## src/rtl/morra_scoreboard.sv

```systemverilog
// morra_scoreboard: match-level scoreboard placed after the Morra Cinese FSMD.
// It keeps in-game round tallies, per-player game totals and a match-over
// decision, plus an optional show-ahead history FIFO of completed-game codes.
// Optional feature macro: SCOREBOARD_HISTORY_EN (defined -> history FIFO built;
// undefined -> the hist_* ports are kept but tied to constant zero).
`timescale 1ns/1ps

module morra_scoreboard #(
  parameter int CW         = 4,
  parameter int MATCH_WINS = 3,
  parameter int HIST_DEPTH = 8
) (
  input  logic                          clk,
  input  logic                          rst_n,
  input  logic                          start,
  input  logic                          match_clr,
  input  logic [1:0]                    round_in,
  input  logic [1:0]                    game_in,
  output logic [CW-1:0]                 p1_rounds,
  output logic [CW-1:0]                 p2_rounds,
  output logic [CW-1:0]                 rounds_played,
  output logic [CW-1:0]                 p1_games,
  output logic [CW-1:0]                 p2_games,
  output logic [CW-1:0]                 draw_games,
  output logic                          match_over,
  output logic [1:0]                    match_winner,
  input  logic                          hist_rd,
  output logic                          hist_valid,
  output logic [1:0]                    hist_data,
  output logic [$clog2(HIST_DEPTH):0]   hist_count,
  output logic                          hist_ovf
);

  localparam int AW  = $clog2(HIST_DEPTH);
  localparam int HCW = AW + 1;

  // Result codes shared by ROUND, GAME, the history entries and match_winner.
  typedef enum logic [1:0] {
    CODE_NONE = 2'b00,
    CODE_P1   = 2'b01,
    CODE_P2   = 2'b10,
    CODE_DRAW = 2'b11
  } code_e;

  localparam logic [CW-1:0] CNT_MAX = {CW{1'b1}};
  localparam logic [CW-1:0] WIN_TGT = CW'(MATCH_WINS);

  // Counters stick at all-ones instead of wrapping back to zero.
  function automatic logic [CW-1:0] sat_inc(input logic [CW-1:0] v);
    return (v == CNT_MAX) ? v : v + 1'b1;
  endfunction

  logic [CW-1:0] p1_rounds_q, p1_rounds_d;
  logic [CW-1:0] p2_rounds_q, p2_rounds_d;
  logic [CW-1:0] rounds_played_q, rounds_played_d;
  logic [CW-1:0] p1_games_q, p1_games_d;
  logic [CW-1:0] p2_games_q, p2_games_d;
  logic [CW-1:0] draw_games_q, draw_games_d;
  logic          match_over_q, match_over_d;
  logic [1:0]    match_winner_q, match_winner_d;

  // A completed game that was accepted; feeds the history FIFO.
  logic          hist_push;

  // Next-state for tallies and match decision: match_clr beats start beats events.
  always_comb begin
    p1_rounds_d     = p1_rounds_q;
    p2_rounds_d     = p2_rounds_q;
    rounds_played_d = rounds_played_q;
    p1_games_d      = p1_games_q;
    p2_games_d      = p2_games_q;
    draw_games_d    = draw_games_q;
    match_over_d    = match_over_q;
    match_winner_d  = match_winner_q;
    hist_push       = 1'b0;

    if (match_clr) begin
      p1_rounds_d     = '0;
      p2_rounds_d     = '0;
      rounds_played_d = '0;
      p1_games_d      = '0;
      p2_games_d      = '0;
      draw_games_d    = '0;
      match_over_d    = 1'b0;
      match_winner_d  = CODE_NONE;
    end else if (start) begin
      // New game: only the in-game tallies restart; same-cycle events are dropped.
      p1_rounds_d     = '0;
      p2_rounds_d     = '0;
      rounds_played_d = '0;
    end else if (!match_over_q) begin
      if (game_in != CODE_NONE) begin
        // A game result closes the game, so it wins over a simultaneous round.
        p1_rounds_d     = '0;
        p2_rounds_d     = '0;
        rounds_played_d = '0;
        hist_push       = 1'b1;
        case (game_in)
          CODE_P1: p1_games_d   = sat_inc(p1_games_q);
          CODE_P2: p2_games_d   = sat_inc(p2_games_q);
          default: draw_games_d = sat_inc(draw_games_q);
        endcase
        // Decide on the updated totals so match_over rises with the deciding game.
        if (p1_games_d == WIN_TGT) begin
          match_over_d   = 1'b1;
          match_winner_d = CODE_P1;
        end else if (p2_games_d == WIN_TGT) begin
          match_over_d   = 1'b1;
          match_winner_d = CODE_P2;
        end
      end else if (round_in != CODE_NONE) begin
        rounds_played_d = sat_inc(rounds_played_q);
        if (round_in == CODE_P1) begin
          p1_rounds_d = sat_inc(p1_rounds_q);
        end else if (round_in == CODE_P2) begin
          p2_rounds_d = sat_inc(p2_rounds_q);
        end
      end
    end
  end

  // Tally and match-state registers.
  always_ff @(posedge clk or negedge rst_n) begin
    if (!rst_n) begin
      p1_rounds_q     <= '0;
      p2_rounds_q     <= '0;
      rounds_played_q <= '0;
      p1_games_q      <= '0;
      p2_games_q      <= '0;
      draw_games_q    <= '0;
      match_over_q    <= 1'b0;
      match_winner_q  <= CODE_NONE;
    end else begin
      p1_rounds_q     <= p1_rounds_d;
      p2_rounds_q     <= p2_rounds_d;
      rounds_played_q <= rounds_played_d;
      p1_games_q      <= p1_games_d;
      p2_games_q      <= p2_games_d;
      draw_games_q    <= draw_games_d;
      match_over_q    <= match_over_d;
      match_winner_q  <= match_winner_d;
    end
  end

  assign p1_rounds     = p1_rounds_q;
  assign p2_rounds     = p2_rounds_q;
  assign rounds_played = rounds_played_q;
  assign p1_games      = p1_games_q;
  assign p2_games      = p2_games_q;
  assign draw_games    = draw_games_q;
  assign match_over    = match_over_q;
  assign match_winner  = match_winner_q;

`ifdef SCOREBOARD_HISTORY_EN

  localparam logic [HCW-1:0] DEPTH_C = HCW'(HIST_DEPTH);

  logic [1:0]     mem_q [HIST_DEPTH];
  logic [AW-1:0]  head_q, head_d;
  logic [AW-1:0]  tail_q, tail_d;
  logic [HCW-1:0] count_q, count_d;
  logic           ovf_q, ovf_d;
  logic           valid_q, valid_d;
  logic [1:0]     data_q, data_d;
  logic           wr_en;
  logic [AW-1:0]  wr_addr;
  logic           fifo_full;
  logic           fifo_pop;

  assign fifo_full = (count_q == DEPTH_C);
  // Reads while empty are simply ignored.
  assign fifo_pop  = hist_rd && (count_q != '0);

  // FIFO pointer/occupancy update and show-ahead data for the next cycle.
  always_comb begin
    head_d  = head_q;
    tail_d  = tail_q;
    count_d = count_q;
    ovf_d   = ovf_q;
    wr_en   = 1'b0;
    wr_addr = tail_q;

    if (match_clr) begin
      head_d  = '0;
      tail_d  = '0;
      count_d = '0;
      ovf_d   = 1'b0;
    end else begin
      if (hist_push) begin
        wr_en  = 1'b1;
        tail_d = tail_q + 1'b1;
      end
      if (hist_push && (fifo_pop || fifo_full)) begin
        // Either a real pop or an overwrite of the oldest entry: head moves,
        // occupancy holds. Only the overwrite without a pop loses data.
        head_d = head_q + 1'b1;
        if (!fifo_pop) begin
          ovf_d = 1'b1;
        end
      end else if (hist_push) begin
        count_d = count_q + 1'b1;
      end else if (fifo_pop) begin
        head_d  = head_q + 1'b1;
        count_d = count_q - 1'b1;
      end
    end

    // The entry under the new head may be the one being written this edge.
    valid_d = (count_d != '0);
    if (!valid_d) begin
      data_d = CODE_NONE;
    end else if (wr_en && (wr_addr == head_d)) begin
      data_d = game_in;
    end else begin
      data_d = mem_q[head_d];
    end
  end

  // Storage entries, one small register per slot.
  generate
    for (genvar gi = 0; gi < HIST_DEPTH; gi++) begin : g_hist_mem
      // Slot write when the tail points here.
      always_ff @(posedge clk or negedge rst_n) begin
        if (!rst_n) begin
          mem_q[gi] <= CODE_NONE;
        end else if (wr_en && (wr_addr == AW'(gi))) begin
          mem_q[gi] <= game_in;
        end
      end
    end
  endgenerate

  // FIFO control and registered output registers.
  always_ff @(posedge clk or negedge rst_n) begin
    if (!rst_n) begin
      head_q  <= '0;
      tail_q  <= '0;
      count_q <= '0;
      ovf_q   <= 1'b0;
      valid_q <= 1'b0;
      data_q  <= CODE_NONE;
    end else begin
      head_q  <= head_d;
      tail_q  <= tail_d;
      count_q <= count_d;
      ovf_q   <= ovf_d;
      valid_q <= valid_d;
      data_q  <= data_d;
    end
  end

  assign hist_valid = valid_q;
  assign hist_data  = data_q;
  assign hist_count = count_q;
  assign hist_ovf   = ovf_q;

`else

  // History disabled: ports stay for drop-in compatibility, outputs are constant.
  logic unused_hist_sigs;
  assign unused_hist_sigs = hist_rd | hist_push;

  assign hist_valid = 1'b0;
  assign hist_data  = CODE_NONE;
  assign hist_count = '0;
  assign hist_ovf   = 1'b0;

`endif

endmodule

```

## config.mk

```make
export PLATFORM = sky130hd
export DESIGN_NAME = morra_scoreboard
export DESIGN_NICKNAME = d
export VERILOG_FILES = /design/src/rtl/morra_scoreboard.sv
export SDC_FILE = /design/constraint.sdc
export NUM_CORES = 1
export LEC_CHECK = 0
export CORE_ASPECT_RATIO = 0.6
export CORE_MARGIN = 8
export CORE_UTILIZATION = 48
export CTS_CLUSTER_DIAMETER = 50
export DETAILED_ROUTE_END_ITERATION = 10
export HOLD_SLACK_MARGIN = 0.06
export PLACE_DENSITY = 0.79
export RECOVER_POWER = 25
export SETUP_SLACK_MARGIN = 0.4
export SLEW_MARGIN = 20
export SYNTH_ARGS = -nofsm -noshare
export SYNTH_HDL_FRONTEND = slang
export SYNTH_SLANG_ARGS = --single-unit
```

## constraint.sdc

```tcl
create_clock -name clk -period 1.9 [get_ports clk]
set_clock_uncertainty 0.2 [all_clocks]
set_input_delay 0.285 -clock clk [delete_from_list [all_inputs] [get_ports clk]]
set_output_delay 0.285 -clock clk [all_outputs]
set_load 0.02 [all_outputs]
```

==> results.tsv <==
stage	metric	value	unit
outcome	status	complete, no violations	
synthesis	synth_flop_cell	dfrtp_1	
global_route	grt_max_degree	28	
placed_design	pre_cts_ws	-417	ps
layout	fin_nets	256	
layout	antennaDiodeCount	0	
synthesis	ys_seq_area_frac	0.413	
power	power.internal	837	uW
die	die_area	5600	um2
die	fp.dieH	61.2	um
setup_path	cp.required	1870	ps
clock_network	cts-htree-levels	1	
drt	routed_via_density	5.54	
synthesis	synth.area.top_cells	dfrtp_1, ha_1, nand3_1	
synthesis	synthSimpleGateAreaFrac	0.252	
power	p_leak	0.00115	uW
clock_network	clockBufferDepth	2	
setup_path	crit_type	register to register	
power	pwr-share-clk	0.284	
synthesis	synth_compound_area_frac	0.0879	
layout	final_cells	282	
die	fp.dieW	91.4	um
layout	final_layout_size_suffix_gt1_frac	0.574	
global_route	overflow	0	
hold_path	holdCritPathClass	input port to register	
synthesis	yosys.area_share.adder	0.0688	
layout	nFillCells	169	
drt	wl_per_cell	18.5	um
placed_design	dp_hpwl	2990	um
power	power_frac_seq	0.506	
power	combPwrFrac	0.211	
placed_design	gp_congestion	0.781	
setup_path	reg2reg_depth	5	
layout	syn2layout_area_growth	65.4	%
synthesis	async_reset_ff_frac	1.00	
synthesis	synth-edff-count	0	
clock_network	cts_sinks	27	
timing	hold_viol_final	0	
drt	route.final.wire_length	5220	um
synthesis	ys_types	43	
power	ir_worst_vdd	0.000465	V
clock_network	cts-root-buf	clkbuf_8	
die	ios	44	
synthesis	synth_xor_area_frac	0.0589	
synthesis	syn_avg_cell_area	9.80	um2
drt	drt.antenna.violating_nets	0	
global_route	grt_pass1_vias	1530	
clock_network	clk_pin_slew_worst_paths	100	ps
synthesis	syn_area	1640	um2
hold_path	holdPathStages	5	
power	power.switching	334	uW
placed_design	port_buffers	34	
timing	max_freq	564	MHz
synthesis	synthMuxAreaShare	0.0443	
synthesis	synth_top_family_by_area	simple AND/OR/NAND/NOR gates	
setup_path	cp-end-kind	register	
die	fp.coreArea	3260	um2
run	maxCapViolations	0	
clock_network	cts_buffers	3	
setup_path	cp_max_fo	2	
global_route	antenna_found_initial	0	
setup_path	cp-start-kind	register	
synthesis	synth_top_area_share	0.413	
timing	finalSetupViolCount	0	
global_route	grt_pass1_wl	7670	um
timing	period_needed	1770	ps
timing	worstMarginPinSlew	698	ps
placed_design	placed_cell_area	2290	um2
synthesis	synth_top_area_cell	dfrtp_1	
synthesis	yosysWarnings	0	
synthesis	synth_seq_cells	27	
layout	fin_area	2710	um2
clock_network	clk_latency	280	ps
drt	drtIter0Drc	56	
timing	finalCritPeriodShare	0.932	
power	p_sw_frac	0.285	
drt	drc	0	
timing	setup_ws	128	ps
clock_network	cts_tree	built	
die	start_util	0.502	
drt	dr_total_vias	1563	
die	rows	16	
synthesis	synth_cells	167	
power	power_density	433	nW/um2
drt	drt-pass1-iter-count	4	
clock_network	cts_hold_buf	0	
global_route	grt_usage	0.169	
timing	rsz0062_at_grt	yes	
placed_design	dp.cells	255	
timing	relSlewSlack	0.535	
timing	slew_viol_final	0	
setup_path	cp.arrival	1740	ps
[layer usage]
metal | vias up | GRT usage | share of wire
met3 | 12 | 0.0474 | 0.064
met4 | 0 | 0.0416 | 0.017
met1 | 754 | 0.204 | 0.42
li1 | 730 | - | -
met2 | 67 | 0.298 | 0.50
met5 | - | 0 | 0
[sequential cells by signal, indices dropped and copies added, names as in the netlist]
name	count
match_over	1
p2_rounds	4
p2_games	4
draw_games	4
rounds_played	4
p1_games	4
match_winner	2
p1_rounds	4
[power groups by stage]
stage          Combinational, uW  Sequential [uW]  Clock, uW
3_5_place_dp                 196              607          0
4_1_cts                      221              593        348
2_1_floorplan                113              614          0
5_1_grt                      264              594        364
3_3_place_gp                 191              606          0
6_report                     247              593        332
[Yosys cell counts (3+ instances only)]
cell	n
a21oi_1	4
a31oi_1	4
and3_1	7
buf_4	8
dfrtp_1	27
ha_1	9
inv_1	6
mux2i_1	5
nand2_1	4
nand2b_1	3
nand3_1	21
nand4_1	3
nor2_1	16
nor3_1	4
nor3b_1	4
o21ai_0	3
xnor2_1	3
xor2_1	8
[area by class of cell]
cell class	count	area (um2)	area share
clock buffer	4	45.0	0.0166
inverter	6	42.5	0.0157
multi-input combinational	128	1240	0.459
sequential	27	694	0.256
tap	45	56.3	0.0208
timing repair buffer	72	626	0.231
[worst paths after layout]
| check | from | to | slack, ps |
|---|---|---|---|
| max in group asynchronous | rst_n | p1_games[3] | 630 |
| min in group asynchronous | rst_n | p1_rounds[3] | 370 |
| worst min register to register | p1_rounds[0] | p1_rounds[0] | 400 |
| worst min-delay path | round_in[1] | p1_rounds[3] | 320 |
| worst max-delay path | p1_games[1] | match_winner[1] | 130 |
| worst max register to register | p1_games[1] | match_winner[1] | 130 |
[per-stage QoR]
| stage | utilization | setup TNS, ps | hold WS (ps) | power, uW |
|---|---|---|---|---|
| 2_1_floorplan | - | 0 | -211 | 728 |
| 3_3_place_gp | 0.701 | -4800 | 317 | 797 |
| 3_5_place_dp | 0.701 | -5950 | 322 | 803 |
| 6_report | 0.830 | 0 | 322 | 1170 |
| 5_1_grt | 0.830 | 0 | 354 | 1220 |
| 4_1_cts | 0.790 | 0 | 177 | 1160 |
[critical path: stages (launching register included)]
cell and delay [ps]:
dfrtp_2 440, ha_4 270, and3b_1 160, a21oi_2 60
or3b_4 380, nor3b_2 160
[logic make-up after synthesis]
logic type / Yosys count
compound gates: 21
xor+xnor: 11
fa+ha+maj: 9
buf+inv: 19
flops: 27
mux: 7
other cells: 1
simple gates: 72
[cell usage in the layout (no fill, tap or decap), types with 2 or more instances in the layout]
master           count
ha_4                 7
nor2_1              16
conb_1               8
nand3_2             11
nand4_1              3
or3b_4               2
mux2_4               2
nor3b_2              3
inv_1                4
mux2i_1              5
nand3_1              7
a31oi_1              3
and3_1               6
nand2b_1             3
nand3_4              4
buf_4               29
a21oi_1              2
dlygate4sd2_1        2
o21ai_1              2
xor2_1               7
clkdlybuf4s15_2     12
dfrtp_2             15
nor3_4               2
a21oi_2              2
clkbuf_2             5
ha_2                 2
dfrtp_1             12
buf_2                8
nand2_1              3
buf_6               10
nor3_1               3
clkbuf_8             3
xnor2_1              3
[repair_timing]
item	in CTS	in global routing
resized for setup	118	39
pin swaps	20	22
buffers inserted	13	10
endpoints found under the setup margin	54	50
No activity file was read; power rests on OpenSTA's default activity.
==> patch 1 (same flow settings) <==
Set the parameter `CW` to 8 (it was 4).
--- a/src/rtl/morra_scoreboard.sv
+++ b/src/rtl/morra_scoreboard.sv
@@ -6,7 +6,7 @@
 `timescale 1ns/1ps
 
 module morra_scoreboard #(
-  parameter int CW         = 4,
+  parameter int CW         = 8,
   parameter int MATCH_WINS = 3,
   parameter int HIST_DEPTH = 8
 ) (
Ports: changed (6 resized); port bits go from 44 to 68. The function was not compared with the original's and may differ.
==> patch 1 against the original RTL <==
The flow now finishes with violations (setup timing); area after synthesis increased by 88%; worst setup slack got worse by 0.46 ns; final area increased by 120%; power increased by 100%; clock power increased by 150%; utilization increased by 13 points; wire length increased to 3.2 times the old value; sequential cell count increased by 24.
==> patch 1: results (changes against the original RTL) <==
* Status: finished, violations left (was finished clean)
* Failing checks: setup timing
* Number of DRC markers in iteration 0 at 618 (was 56)
* Endpoints failing setup at 28 (was 0)
* VDD IR max at 0.355 mV (was 0.465 mV)
* Resized Gates After CTS at 347 (was 118)
* PortBufs at 58 (was 34)
* Syn_area_per_cell at 9.03 µm² (was 9.80 µm²)
* Post-CTS setup buffers at 39 (was 13)
* Clock Latency Late Sink at 0.32 ns (was 0.28 ns)
* First-pass DRT Iterations at 5 (was 4)
* Fillers at 116 (was 169)
* Post-synth cell types at 51 (was 43)
* Post-Layout Cell Count at 626 (was 282)
* Vias per inst at 6.52 (was 5.54)
* WP data arrival at 2.23 ns (was 1.74 ns)
* Htree depth at 2 (was 1)
* Min Hold Slack at 0.330 ns (was 0.322 ns)
* CTS Buf Count at 5 (was 3)
* Vias in the first global route at 3560 (was 1530)
* Post-DR wirelength/cell at 26.6 µm (was 18.5 µm)
* Area contributors post-synth: dfrtp_1 (41%), xor2_1 (6.8%), nor2_1 (5.4%) (was dfrtp_1 (41%), ha_1 (6.9%), nand3_1 (6.4%))
* Fraction of layout cells with a size suffix above 1 at 63.7% (was 57.4%)
* Critical Path Fanout Max at 5 (was 2)
* GP Congestion at 0.869 (was 0.781)
* Final HPWL from detailed placement at 6910 µm (was 2990 µm)
* Worst path top cell family by delay: compound AO/OA/AOI/OAI gates (was simple AND/OR/NAND/NOR gates)
* Largest net degree at the start of global routing at 52 (was 28)
* Psw at 665 µW (was 334 µW)
* Total sequential power at 1100 µW (was 593 µW)
* PnR worst setup slack at -0.328 ns (was 0.128 ns)
* Critical Path Max Stage Delay at 0.46 ns (was 0.44 ns)
* Seq/Total Area, Yosys at 41.5% (was 41.3%)
* Logic pwr share at 18.2% (was 21.1%)
* Worst Tran Pin Value at 0.757 ns (was 0.698 ns)
* Leak at 0.00263 µW (was 0.00115 µW)
patch 1: cell count changes after synthesis, moves of 9 or more:
cell / change
dfrtp_1: +24
nand2_1: +23
nand3_1: -9
nand4_1: +11
nor2_1: +28
o21ai_0: +19
xor2_1: +16
patch 1: worst paths after layout:
path	start	to	slack, ns	depth (start not counted)
setup / recovery	draw_games[1]	draw_games[5]	-0.33	7
hold reg to reg	rounds_played[5]	rounds_played[5]	0.40	1
hold / removal	start	match_over	0.33	4
setup reg to reg	draw_games[1]	draw_games[5]	-0.33	7
max in group asynchronous	rst_n	draw_games[0]	0.45	3
min in group asynchronous	rst_n	p1_games[7]	0.48	3
patch 1: worst min-delay path, cell delays in order:
cell	delay [ns]
clkdlybuf4s15_2	0.28
nor2_1	0.06
nor2_1	0.11
a211oi_2	0.06
patch 1: kinds of logic after synthesis:
| kind of cell | count (synthesis) | share of synthesized area (%) |
|---|---|---|
| XOR/XNOR | 26 | 7.40 |
| buffers and inverters | 32 | 5.08 |
| AND/OR/NAND/NOR | 151 | 25.9 |
| other | 1 | 0.122 |
| AO/OA/AOI/OAI | 66 | 14.8 |
| multiplexers | 5 | 1.63 |
| flip-flops | 51 | 41.5 |
| adder cells (fa/ha/maj) | 9 | 3.66 |
patch 1: area by class of cell:
type	count	area share, %
clock buffers	6	1.22
clock inverters	2	0.633
inverters	10	1.01
multi-input cells	265	40.5
flip-flops and latches	51	22.1
well taps	84	1.77
repair buffers	208	32.8
patch 1: metal layers:
layer  GRT usage, %  part of all wire, %  vias up
li1               -                    -     1607
met1           30.5                   36     1975
met2           37.1                   46      387
met3           6.43                   12      114
met4           5.95                  5.8        0
met5              0                    0        -
==> patch 2 (config.mk and constraints unchanged) <==
Made on the original files. Put one more register stage on the output `rounds_played`. The value now appears one clock later. The other outputs are not delayed to match.
--- a/src/rtl/morra_scoreboard.sv
+++ b/src/rtl/morra_scoreboard.sv
@@ -144,7 +144,9 @@
 
   assign p1_rounds     = p1_rounds_q;
   assign p2_rounds     = p2_rounds_q;
-  assign rounds_played = rounds_played_q;
+  always_ff @(posedge clk) begin
+    rounds_played <= rounds_played_q;
+  end
   assign p1_games      = p1_games_q;
   assign p2_games      = p2_games_q;
   assign draw_games    = draw_games_q;
Behaviour: not the same (a bounded check fails within 4 cycles, from zero or initial values and one cycle with rst_n low).
==> patch 2 against the original RTL <==
The flow now finishes with violations (setup timing); utilization grew 8.2 points; worst setup slack lost 0.63 ns; sequential power grew 14%; critical path depth is the same; non-clock buffer count grew 17; final area grew 12%; area after synthesis grew 3.7%; power grew 44%; hold slack lost 0.015 ns; wire length grew 55%; sequential cell count grew 4; sequential share of layout area shrank 0.20 points; critical path type unchanged; largest cell class unchanged.
==> patch 2: results (changes against the original RTL) <==
* Status: finished, violations left (was finished clean)
* Failing checks: setup timing
* Routed Wire Length at 8100 µm (was 5220 µm)
* Pwr Density at 556 nW/µm² (was 433 nW/µm²)
* Non-clk bufs at 89 (was 72)
* CTS Buf Count at 5 (was 3)
* VDD IR max at 0.607 mV (was 0.465 mV)
* ClkCell Share at 3.88% (was 1.66%)
* Layout net count at 281 (was 256)
* Met3 Use GR at 8.15% (was 4.74%)
* Fraction of layout cells with a size suffix above 1 at 58.0% (was 57.4%)
* Inverters at 5 (was 6)
* Cell area after synthesis at 1700 µm² (was 1640 µm²)
* Total GRT Usage at 24.6% (was 16.9%)
* Clk_buf instances at 6 (was 4)
* Seq/Total Area, Yosys at 44.5% (was 41.3%)
* Non-clock buffer area fraction after layout at 26.8% (was 23.1%)
* Worst min-delay path category: flop to flop (was primary input to flop)
* Post-DR wirelength/cell at 26.2 µm (was 18.5 µm)
* Hold endpoint: rounds_played[1] (was p1_rounds[3])
* Post-synth cell types at 40 (was 43)
* Top cells by count, synth: dfrtp_1 (27), nand3_1 (19), nor2_1 (16), ha_1 (9) (was dfrtp_1 (27), nand3_1 (21), nor2_1 (16), ha_1 (9))
* Clock Latency Late Sink at 0.30 ns (was 0.28 ns)
* First-pass DRT Iterations at 5 (was 4)
* WL met3 at 890 µm (was 332 µm)
* PnR worst setup slack at -0.500 ns (was 0.128 ns)
* Pre-CTS setup slack at -0.891 ns (was -0.417 ns)
* CP max stage cell: or4b_1 (was dfrtp_2)
* WP data arrival at 2.40 ns (was 1.74 ns)
* Multi-input gates at 131 (was 128)
* Htree depth at 2 (was 1)
* Sequential cell count at 31 (was 27)
* Area contributors post-synth: dfrtp_1 (40%), ha_1 (6.6%), nand3_1 (5.6%) (was dfrtp_1 (41%), ha_1 (6.9%), nand3_1 (6.4%))
* Number of DRC markers in iteration 0 at 152 (was 56)
* HP Start: rounds_played_q[1] (was round_in[1])
* Met2 Resource Use GR at 43.2% (was 29.8%)
* Critical Path Max Stage Delay at 0.49 ns (was 0.44 ns)
* Vias per inst at 6.45 (was 5.54)
* Multi-input gate area at 1250 µm² (was 1240 µm²)
* Post-DP Area at 2350 µm² (was 2290 µm²)
* Endpoints failing setup at 7 (was 0)
* Min Hold Slack at 0.307 ns (was 0.322 ns)
* GP Congestion at 0.886 (was 0.781)
* Met1 Wirelength at 2840 µm (was 2200 µm)
* Vias in the first global route at 2086 (was 1530)
* Hold path cells at 0 (was 5)
* Clk pin slew, worst setup/hold paths at 0.08 ns (was 0.10 ns)
* Synth Instances at 174 (was 167)
* Leak at 0.00138 µW (was 0.00115 µW)
* Fillers at 126 (was 169)
* Synth async-reset ratio at 87.1% (was 100%)
* Seq. cell area at 771 µm² (was 694 µm²)
-- patch 2: cell families (layout without fill, tap and decap cells) --
| family | Yosys count | after routing | share of synthesized area, % |
|---|---|---|---|
| adders and majority gates | 9 | 9 | 6.63 |
| other | 1 | 8 | 0.221 |
| muxes | 7 | 7 | 4.27 |
| AOI/OAI and AO/OA | 27 | 27 | 11.2 |
| DFF | 31 | 31 | 44.5 |
| buffers and inverters | 19 | 102 | 5.97 |
| and+or+nand+nor | 71 | 71 | 22.5 |
| xor gates and xnor gates | 9 | 9 | 4.64 |
-- patch 2: power breakdown --
| group | switching, µW | internal [µW] |
|---|---|---|
| registers | 9.80 | 666 |
| clock network | 277 | 424 |
| logic | 168 | 138 |
| total | 455 | 1230 |
-- patch 2: what timing repair did --
item                       CTS  global route
hold buffers                 0             0
buffers inserted            20             7
gates cloned                 1             0
setup endpoints to repair   54            42
pin swaps                   19            12
resized for setup          140            52
